## src/rtl/cam_pwr_seq_pkg.sv

```systemverilog
// cam_pwr_seq_pkg: shared definitions for the camera power sequencer.
//   - state_t      : 3-bit FSM encoding (codes 5-7 unused, recover to PWDN_HOLD)
//   - DEF_*_CYC    : default hold/settle counts for a 100 MHz clock
//   - max3         : helper used by the elaboration-time width check
package cam_pwr_seq_pkg;

  typedef enum logic [2:0] {
    PWDN_HOLD = 3'd0,
    RST_HOLD  = 3'd1,
    SETTLE    = 3'd2,
    READY     = 3'd3,
    SLEEP     = 3'd4
  } state_t;

  localparam int DEF_PWDN_HOLD_CYC   = 500000;   // 5 ms
  localparam int DEF_RESETB_HOLD_CYC = 100000;   // 1 ms
  localparam int DEF_SETTLE_CYC      = 2000000;  // 20 ms
  localparam int DEF_CNT_W           = 22;

  function automatic longint max3(input longint a, input longint b, input longint c);
    longint m;
    m = (a > b) ? a : b;
    return (m > c) ? m : c;
  endfunction

endpackage

```

## src/rtl/cam_pwr_seq_if.sv

```systemverilog
// cam_pwr_seq_if: control/status bundle between the sequencer and its user.
//   i_restart      : single-cycle restart pulse (master -> slave)
//   i_pwdn_req     : sleep request level (master -> slave)
//   o_cam_pwdn     : PWDN pin, active high (slave -> master)
//   o_cam_resetb   : RESETB pin, active low (slave -> master)
//   o_ready        : sensor accessible over SCCB (slave -> master)
//   o_state, o_restart_cnt : debug taps, only with CAM_PWR_SEQ_DBG_EN
interface cam_pwr_seq_if;
  logic       i_restart;
  logic       i_pwdn_req;
  logic       o_cam_pwdn;
  logic       o_cam_resetb;
  logic       o_ready;
`ifdef CAM_PWR_SEQ_DBG_EN
  logic [2:0] o_state;
  logic [7:0] o_restart_cnt;
`endif

  modport master (
    output i_restart, i_pwdn_req,
    input  o_cam_pwdn, o_cam_resetb, o_ready
`ifdef CAM_PWR_SEQ_DBG_EN
    , input o_state, o_restart_cnt
`endif
  );

  modport slave (
    input  i_restart, i_pwdn_req,
    output o_cam_pwdn, o_cam_resetb, o_ready
`ifdef CAM_PWR_SEQ_DBG_EN
    , output o_state, o_restart_cnt
`endif
  );
endinterface

```

## src/rtl/cam_seq_timer.sv

```systemverilog
// cam_seq_timer: CNT_W-wide up-counter for the timed sequencer states.
//   clk, rst : clock, synchronous active-high reset
//   clr      : force the count to 0 on this edge
//   tc       : terminal count (N-1)
//   done     : high while count == tc; the counter wraps to 0 on that edge
module cam_seq_timer #(
  parameter int CNT_W = 22
) (
  input  logic             clk,
  input  logic             rst,
  input  logic             clr,
  input  logic [CNT_W-1:0] tc,
  output logic             done
);

  logic [CNT_W-1:0] cnt;

  assign done = (cnt == tc);

  always_ff @(posedge clk) begin
    if (rst || clr || done) cnt <= '0;
    else                    cnt <= cnt + 1'b1;
  end

endmodule

```

## src/rtl/cam_pwr_seq.sv

```systemverilog
// cam_pwr_seq: OV5642 power-up / reset sequencer.
//   i_clk       : system clock
//   i_sync_rst  : synchronous active-high reset
//   bus (slave) : i_restart, i_pwdn_req in; o_cam_pwdn, o_cam_resetb, o_ready out
// Sequence: PWDN_HOLD -> RST_HOLD -> SETTLE -> READY, with READY <-> SLEEP
// via i_pwdn_req (wake goes through a full SETTLE). All outputs are registered
// from the next state so they change on the same edge as the state register.
// Optional build macro CAM_PWR_SEQ_DBG_EN adds o_state and o_restart_cnt.
module cam_pwr_seq
  import cam_pwr_seq_pkg::*;
#(
  parameter int PWDN_HOLD_CYC   = DEF_PWDN_HOLD_CYC,
  parameter int RESETB_HOLD_CYC = DEF_RESETB_HOLD_CYC,
  parameter int SETTLE_CYC      = DEF_SETTLE_CYC,
  parameter int CNT_W           = DEF_CNT_W
) (
  input  logic        i_clk,
  input  logic        i_sync_rst,
  cam_pwr_seq_if.slave bus
);

  if (PWDN_HOLD_CYC < 1 || RESETB_HOLD_CYC < 1 || SETTLE_CYC < 1) begin : g_bad_cyc
    $error("cam_pwr_seq: all *_CYC parameters must be >= 1");
  end
  if (CNT_W < 1 || CNT_W > 62 ||
      (64'sd1 <<< CNT_W) <= max3(PWDN_HOLD_CYC, RESETB_HOLD_CYC, SETTLE_CYC)) begin : g_bad_w
    $error("cam_pwr_seq: CNT_W too narrow for the largest *_CYC value");
  end

  localparam logic [CNT_W-1:0] TC_PWDN   = CNT_W'(PWDN_HOLD_CYC - 1);
  localparam logic [CNT_W-1:0] TC_RESETB = CNT_W'(RESETB_HOLD_CYC - 1);
  localparam logic [CNT_W-1:0] TC_SETTLE = CNT_W'(SETTLE_CYC - 1);

  state_t           state, nxt;
  logic [CNT_W-1:0] tc;
  logic             timed, tmr_clr, done;

  // Timer only runs in the three timed states; elsewhere it is held at 0 so a
  // wake from SLEEP enters SETTLE with a fresh count.
  always_comb begin
    timed = 1'b0;
    tc    = TC_SETTLE;
    case (state)
      PWDN_HOLD: begin timed = 1'b1; tc = TC_PWDN;   end
      RST_HOLD:  begin timed = 1'b1; tc = TC_RESETB; end
      SETTLE:    begin timed = 1'b1; tc = TC_SETTLE; end
      default:   ;
    endcase
  end

  assign tmr_clr = bus.i_restart || !timed;

  cam_seq_timer #(.CNT_W(CNT_W)) u_timer (
    .clk  (i_clk),
    .rst  (i_sync_rst),
    .clr  (tmr_clr),
    .tc   (tc),
    .done (done)
  );

  always_comb begin
    nxt = state;
    if (bus.i_restart) nxt = PWDN_HOLD;
    else begin
      case (state)
        PWDN_HOLD: if (done) nxt = RST_HOLD;
        RST_HOLD:  if (done) nxt = SETTLE;
        SETTLE:    if (done) nxt = READY;
        READY:     if (bus.i_pwdn_req)  nxt = SLEEP;
        SLEEP:     if (!bus.i_pwdn_req) nxt = SETTLE;
        default:   nxt = PWDN_HOLD;
      endcase
    end
  end

  always_ff @(posedge i_clk) begin
    if (i_sync_rst) begin
      state            <= PWDN_HOLD;
      bus.o_cam_pwdn   <= 1'b1;
      bus.o_cam_resetb <= 1'b0;
      bus.o_ready      <= 1'b0;
    end else begin
      state            <= nxt;
      bus.o_cam_pwdn   <= (nxt == PWDN_HOLD) || (nxt == SLEEP);
      bus.o_cam_resetb <= (nxt == SETTLE) || (nxt == READY) || (nxt == SLEEP);
      bus.o_ready      <= (nxt == READY);
    end
  end

`ifdef CAM_PWR_SEQ_DBG_EN
  logic [7:0] restart_cnt;

  always_ff @(posedge i_clk) begin
    if (i_sync_rst)                              restart_cnt <= '0;
    else if (bus.i_restart && restart_cnt != 8'hFF) restart_cnt <= restart_cnt + 8'd1;
  end

  assign bus.o_state       = state;
  assign bus.o_restart_cnt = restart_cnt;
`endif

endmodule
```

## src/flat_wrapper.sv

```systemverilog
// flat-port wrapper written by rule: the top's interface ports become plain ports
module cam_pwr_seq_flat import cam_pwr_seq_pkg::*;
#(
  parameter int PWDN_HOLD_CYC   = DEF_PWDN_HOLD_CYC,
  parameter int RESETB_HOLD_CYC = DEF_RESETB_HOLD_CYC,
  parameter int SETTLE_CYC      = DEF_SETTLE_CYC,
  parameter int CNT_W           = DEF_CNT_W
)
  (i_clk, i_sync_rst, bus_i_restart, bus_i_pwdn_req, bus_o_cam_pwdn, bus_o_cam_resetb, bus_o_ready);
  cam_pwr_seq_if bus_i ();
  input  logic i_clk;
  input  logic i_sync_rst;
  input wire logic [$bits(bus_i.i_restart)-1:0] bus_i_restart;
  input wire logic [$bits(bus_i.i_pwdn_req)-1:0] bus_i_pwdn_req;
  output wire logic [$bits(bus_i.o_cam_pwdn)-1:0] bus_o_cam_pwdn;
  output wire logic [$bits(bus_i.o_cam_resetb)-1:0] bus_o_cam_resetb;
  output wire logic [$bits(bus_i.o_ready)-1:0] bus_o_ready;
  assign bus_i.i_restart = bus_i_restart;
  assign bus_i.i_pwdn_req = bus_i_pwdn_req;
  assign bus_o_cam_pwdn = bus_i.o_cam_pwdn;
  assign bus_o_cam_resetb = bus_i.o_cam_resetb;
  assign bus_o_ready = bus_i.o_ready;
  cam_pwr_seq #(.PWDN_HOLD_CYC(PWDN_HOLD_CYC), .RESETB_HOLD_CYC(RESETB_HOLD_CYC), .SETTLE_CYC(SETTLE_CYC), .CNT_W(CNT_W)) u_core (.i_clk(i_clk), .i_sync_rst(i_sync_rst), .bus(bus_i));
endmodule
```

## config.mk

```make
export PLATFORM = sky130hd
export DESIGN_NAME = cam_pwr_seq_flat
export DESIGN_NICKNAME = d
export VERILOG_FILES = /design/src/rtl/cam_pwr_seq_pkg.sv /design/src/rtl/cam_pwr_seq_if.sv /design/src/rtl/cam_seq_timer.sv /design/src/rtl/cam_pwr_seq.sv /design/src/flat_wrapper.sv
export SDC_FILE = /design/constraint.sdc
export NUM_CORES = 1
export LEC_CHECK = 0
export ABC_AREA = 1
export ABC_CLOCK_PERIOD_IN_PS = 2200
export CAP_MARGIN = 10
export CORE_MARGIN = 2
export CORE_UTILIZATION = 55
export DETAILED_ROUTE_END_ITERATION = 10
export MAX_ROUTING_LAYER = met4
export PLACE_DENSITY = 0.8
export SYNTH_ARGS = -nofsm -noshare
export SYNTH_HDL_FRONTEND = slang
export SYNTH_HIERARCHICAL = 1
export SYNTH_SLANG_ARGS = --single-unit
```

## constraint.sdc

```tcl
create_clock -name i_clk -period 2.2 [get_ports i_clk]
set_input_delay 0.33 -clock i_clk [delete_from_list [all_inputs] [get_ports i_clk]]
set_output_delay 0.33 -clock i_clk [all_outputs]
set_load 0.05 [all_outputs]
```

==> out/results.ini <==
[pwr]
leakagePower_nw = 1.00
peakVddDrop_mv = 0.281
powerDensity_nw_per_um2 = 386

[final_layout]
nFillCells = 326
drive_above_1_share = 0.0917
num_antenna_cells = 0
layout_commonest_cell = nand2_1
post-route-util = 0.639
seqCellArea_um2 = 564
synthToLayoutAreaGrowth_pct = 12.6
design_area_um2 = 2100
multi_input_area_um2 = 1120
most-common-layout-cells = nand2_1, inv_1, nor2_1
nNetsFinal = 333

[floorplanning]
dieArea_um2 = 3870
core-area_um2 = 3280
initial_core_util = 0.568
fp.dieW_um = 62.2
std_cell_rows = 21
die_h_um = 62.2
ioPinCount = 7

[drt]
first_pass_iters = 4
antenna_left = 0
wirelength_um = 3350
num_vias = 1649
post_drt_wl_per_cell_um = 8.98
vias_per_cell = 4.42
remaining_drc_errors = 0
drtIter0Drc = 47

[timing]
hold_viol = 0
setup_viol = 0
rsz0062_at_grt = false
max_freq_ghz = 0.512
setup_tns_ns = 0
finalCritPeriodShare = 0.888
fin_skew_ns = 0.00330
drv_slew = 0
finalCriticalPeriod_ns = 1.95

[clock_network]
clock-sinks = 28
worstSkewPairLatency_ns = 0.32
post_cts_buffers = 0
ctsLongestPathBuffers = 2
htreeDepth = 1
cts.clk_slew.worst_paths_ns = 0.15
cts_root_buffer = clkbuf_4
tritoncts = built
numCtsBuffers = 3

[synthesis]
ys_warn_count = 6
synth_seq_cells = 28
yosysUniqueCellTypes = 21
synth_area_leaders = dfxtp_1, nand2_1, inv_1, nor2_1, xor2_1
yosys_most_used_dff = dfxtp_1
synth.avg_cell_area_um2 = 6.19
synth_edf_count = 0
synth_top_area_share = 0.301
async_reset_ff_frac = 0
yosysTopAreaCell = dfxtp_1
synthCells = 301
syn_area_um2 = 1860
synth_seq_area_share = 0.301

[worst_setup_path]
critPathMaxStageDelay_ns = 0.39
rr_worst_depth = 17
startpoint_type = flop
r2r-end = u_core/bus.o_cam_pwdn$_SDFF_PP1_
critPathMostFrequentCell = nand2_1
reg2reg_from = u_core/state[1]$_SDFF_PP0_
worst_path_max_delay_cell = dfxtp_2
crit_chain = nor2_4 -> inv_2 -> nor2_2 -> buf_4 -> inv_1 -> nand2_1 -> nand2_1 -> nor2_1 -> nand2_1 -> nor2_1 -> nand3_1 -> inv_1 -> nand3_1 -> nand3_2 -> nand2_2 -> nand2_1 -> nand2_1
worstSetupPathType = flop to flop
cp.arrival_ns = 2.19
rrSetupSlack_ns = 0.25
critical_path.endpoint_type = flop
worstPathRequired_ns = 2.44
critPathMaxFanout = 7

[outcome]
outcome = completed

[global_route]
track_usage = 0.195
grt_pass1_vias = 1518
grt_max_degree = 16
grt_overflow_total = 0
antenna_found_initial = 0
grt_pass1_wl_um = 6070

[worst_hold_path]
hold_path_end = u_core/u_timer/cnt[0]$_SDFF_PP0_
hp-start = u_core/u_timer/cnt[0]$_SDFF_PP0_
hold_depth = 1
hold_path_class = flop to flop

[placement]
placed_cell_area_um2 = 2040
gp_congestion = 0.796
dpl.hpwl_um = 2690
port-buffer-count = 6

[flow_run]
drv_cap = 0

[synthesized netlist by cell type (all sizes together), types with 2 or more instances]
master,count
nand2,96
nor2,61
inv,57
dfxtp,28
nand3,21
xor2,15
buf,5
nand4,5
nand3b,3
xnor2,3
conb,2
nor3,2
[worst max-delay path by stage]
stage / from / to / slack, ns / depth (start not counted)
finish: u_core/state[1]$_SDFF_PP0_ / u_core/bus.o_cam_pwdn$_SDFF_PP1_ / 0.25 / 17
global route: u_core/state[1]$_SDFF_PP0_ / u_core/bus.o_cam_resetb$_SDFF_PP0_ / 0.004 / 16
CTS: u_core/state[1]$_SDFF_PP0_ / u_core/bus.o_cam_resetb$_SDFF_PP0_ / 0.003 / 15
detailed placement: u_core/state[1]$_SDFF_PP0_ / u_core/bus.o_cam_pwdn$_SDFF_PP1_ / 0.04 / 16
global placement: u_core/state[1]$_SDFF_PP0_ / u_core/bus.o_cam_pwdn$_SDFF_PP1_ / 0.09 / 16
floorplan: u_core/state[1]$_SDFF_PP0_ / u_core/bus.o_cam_pwdn$_SDFF_PP1_ / 0.29 / 16
[critical path, delay by kind of cell (launching register included)]
kind	cells	cell delay [ns]
buf+inv	4	0.38
flops	1	0.39
simple gates	13	1.11
[routing by layer]
layer	routed length [µm]	vias to the layer above	global-route usage
li1	-	917	-
met4	21	0	0.0583
met1	1590	712	0.235
met2	1640	18	0.344
met5	0	-	-
met3	101	2	0.0217
[flip-flops by register name, indices dropped and copies added (netlist names)]
signal	cells
u_core/state	3
u_core/bus.o_cam_resetb	1
u_core/bus.o_ready	1
u_core/bus.o_cam_pwdn	1
u_core/u_timer/cnt	22
[cell families (layout without fill, tap and decap cells)]
family | after synthesis | after routing | share of synthesized area
and+or+nand+nor | 188 | 188 | 0.460
AOI/OAI and AO/OA | 2 | 2 | 0.00536
buffers and inverters | 62 | 71 | 0.138
DFF | 28 | 28 | 0.301
adders and majority gates | 1 | 1 | 0.00671
other | 2 | 19 | 0.00403
xor gates and xnor gates | 18 | 18 | 0.0846
[layout make-up]
cell class | instances | area share
repair buffers | 10 | 0.0489
multi-input cells | 228 | 0.536
clock buffers | 4 | 0.0173
well taps | 46 | 0.0274
inverters | 57 | 0.102
flip-flops and latches | 28 | 0.269
[stage by stage]
stage	power (mW)	hold WS (ns)	worst slack [ns]	instances
floorplan	0.556	0.399	0.291	318
global placement	0.570	0.442	0.0854	369
detailed placement	0.571	0.453	0.0356	369
CTS	0.822	0.486	0.00295	373
global route	0.846	0.510	0.00406	373
finish	0.810	0.483	0.247	373
[where the power goes]
| part | leakage, nW | internal [mW] | switching, mW | total [mW] |
|---|---|---|---|---|
| sequential | 0.227 | 0.509 | 0.00176 | 0.511 |
| combinational | 0.756 | 0.0205 | 0.0296 | 0.0501 |
| clock | 0.0210 | 0.101 | 0.148 | 0.249 |
[what timing repair did]
action,CTS,global route
setup endpoints to repair,0,23
resized for setup,0,8
hold buffers,0,0
Note: power is estimated with default switching activity, not from simulation.
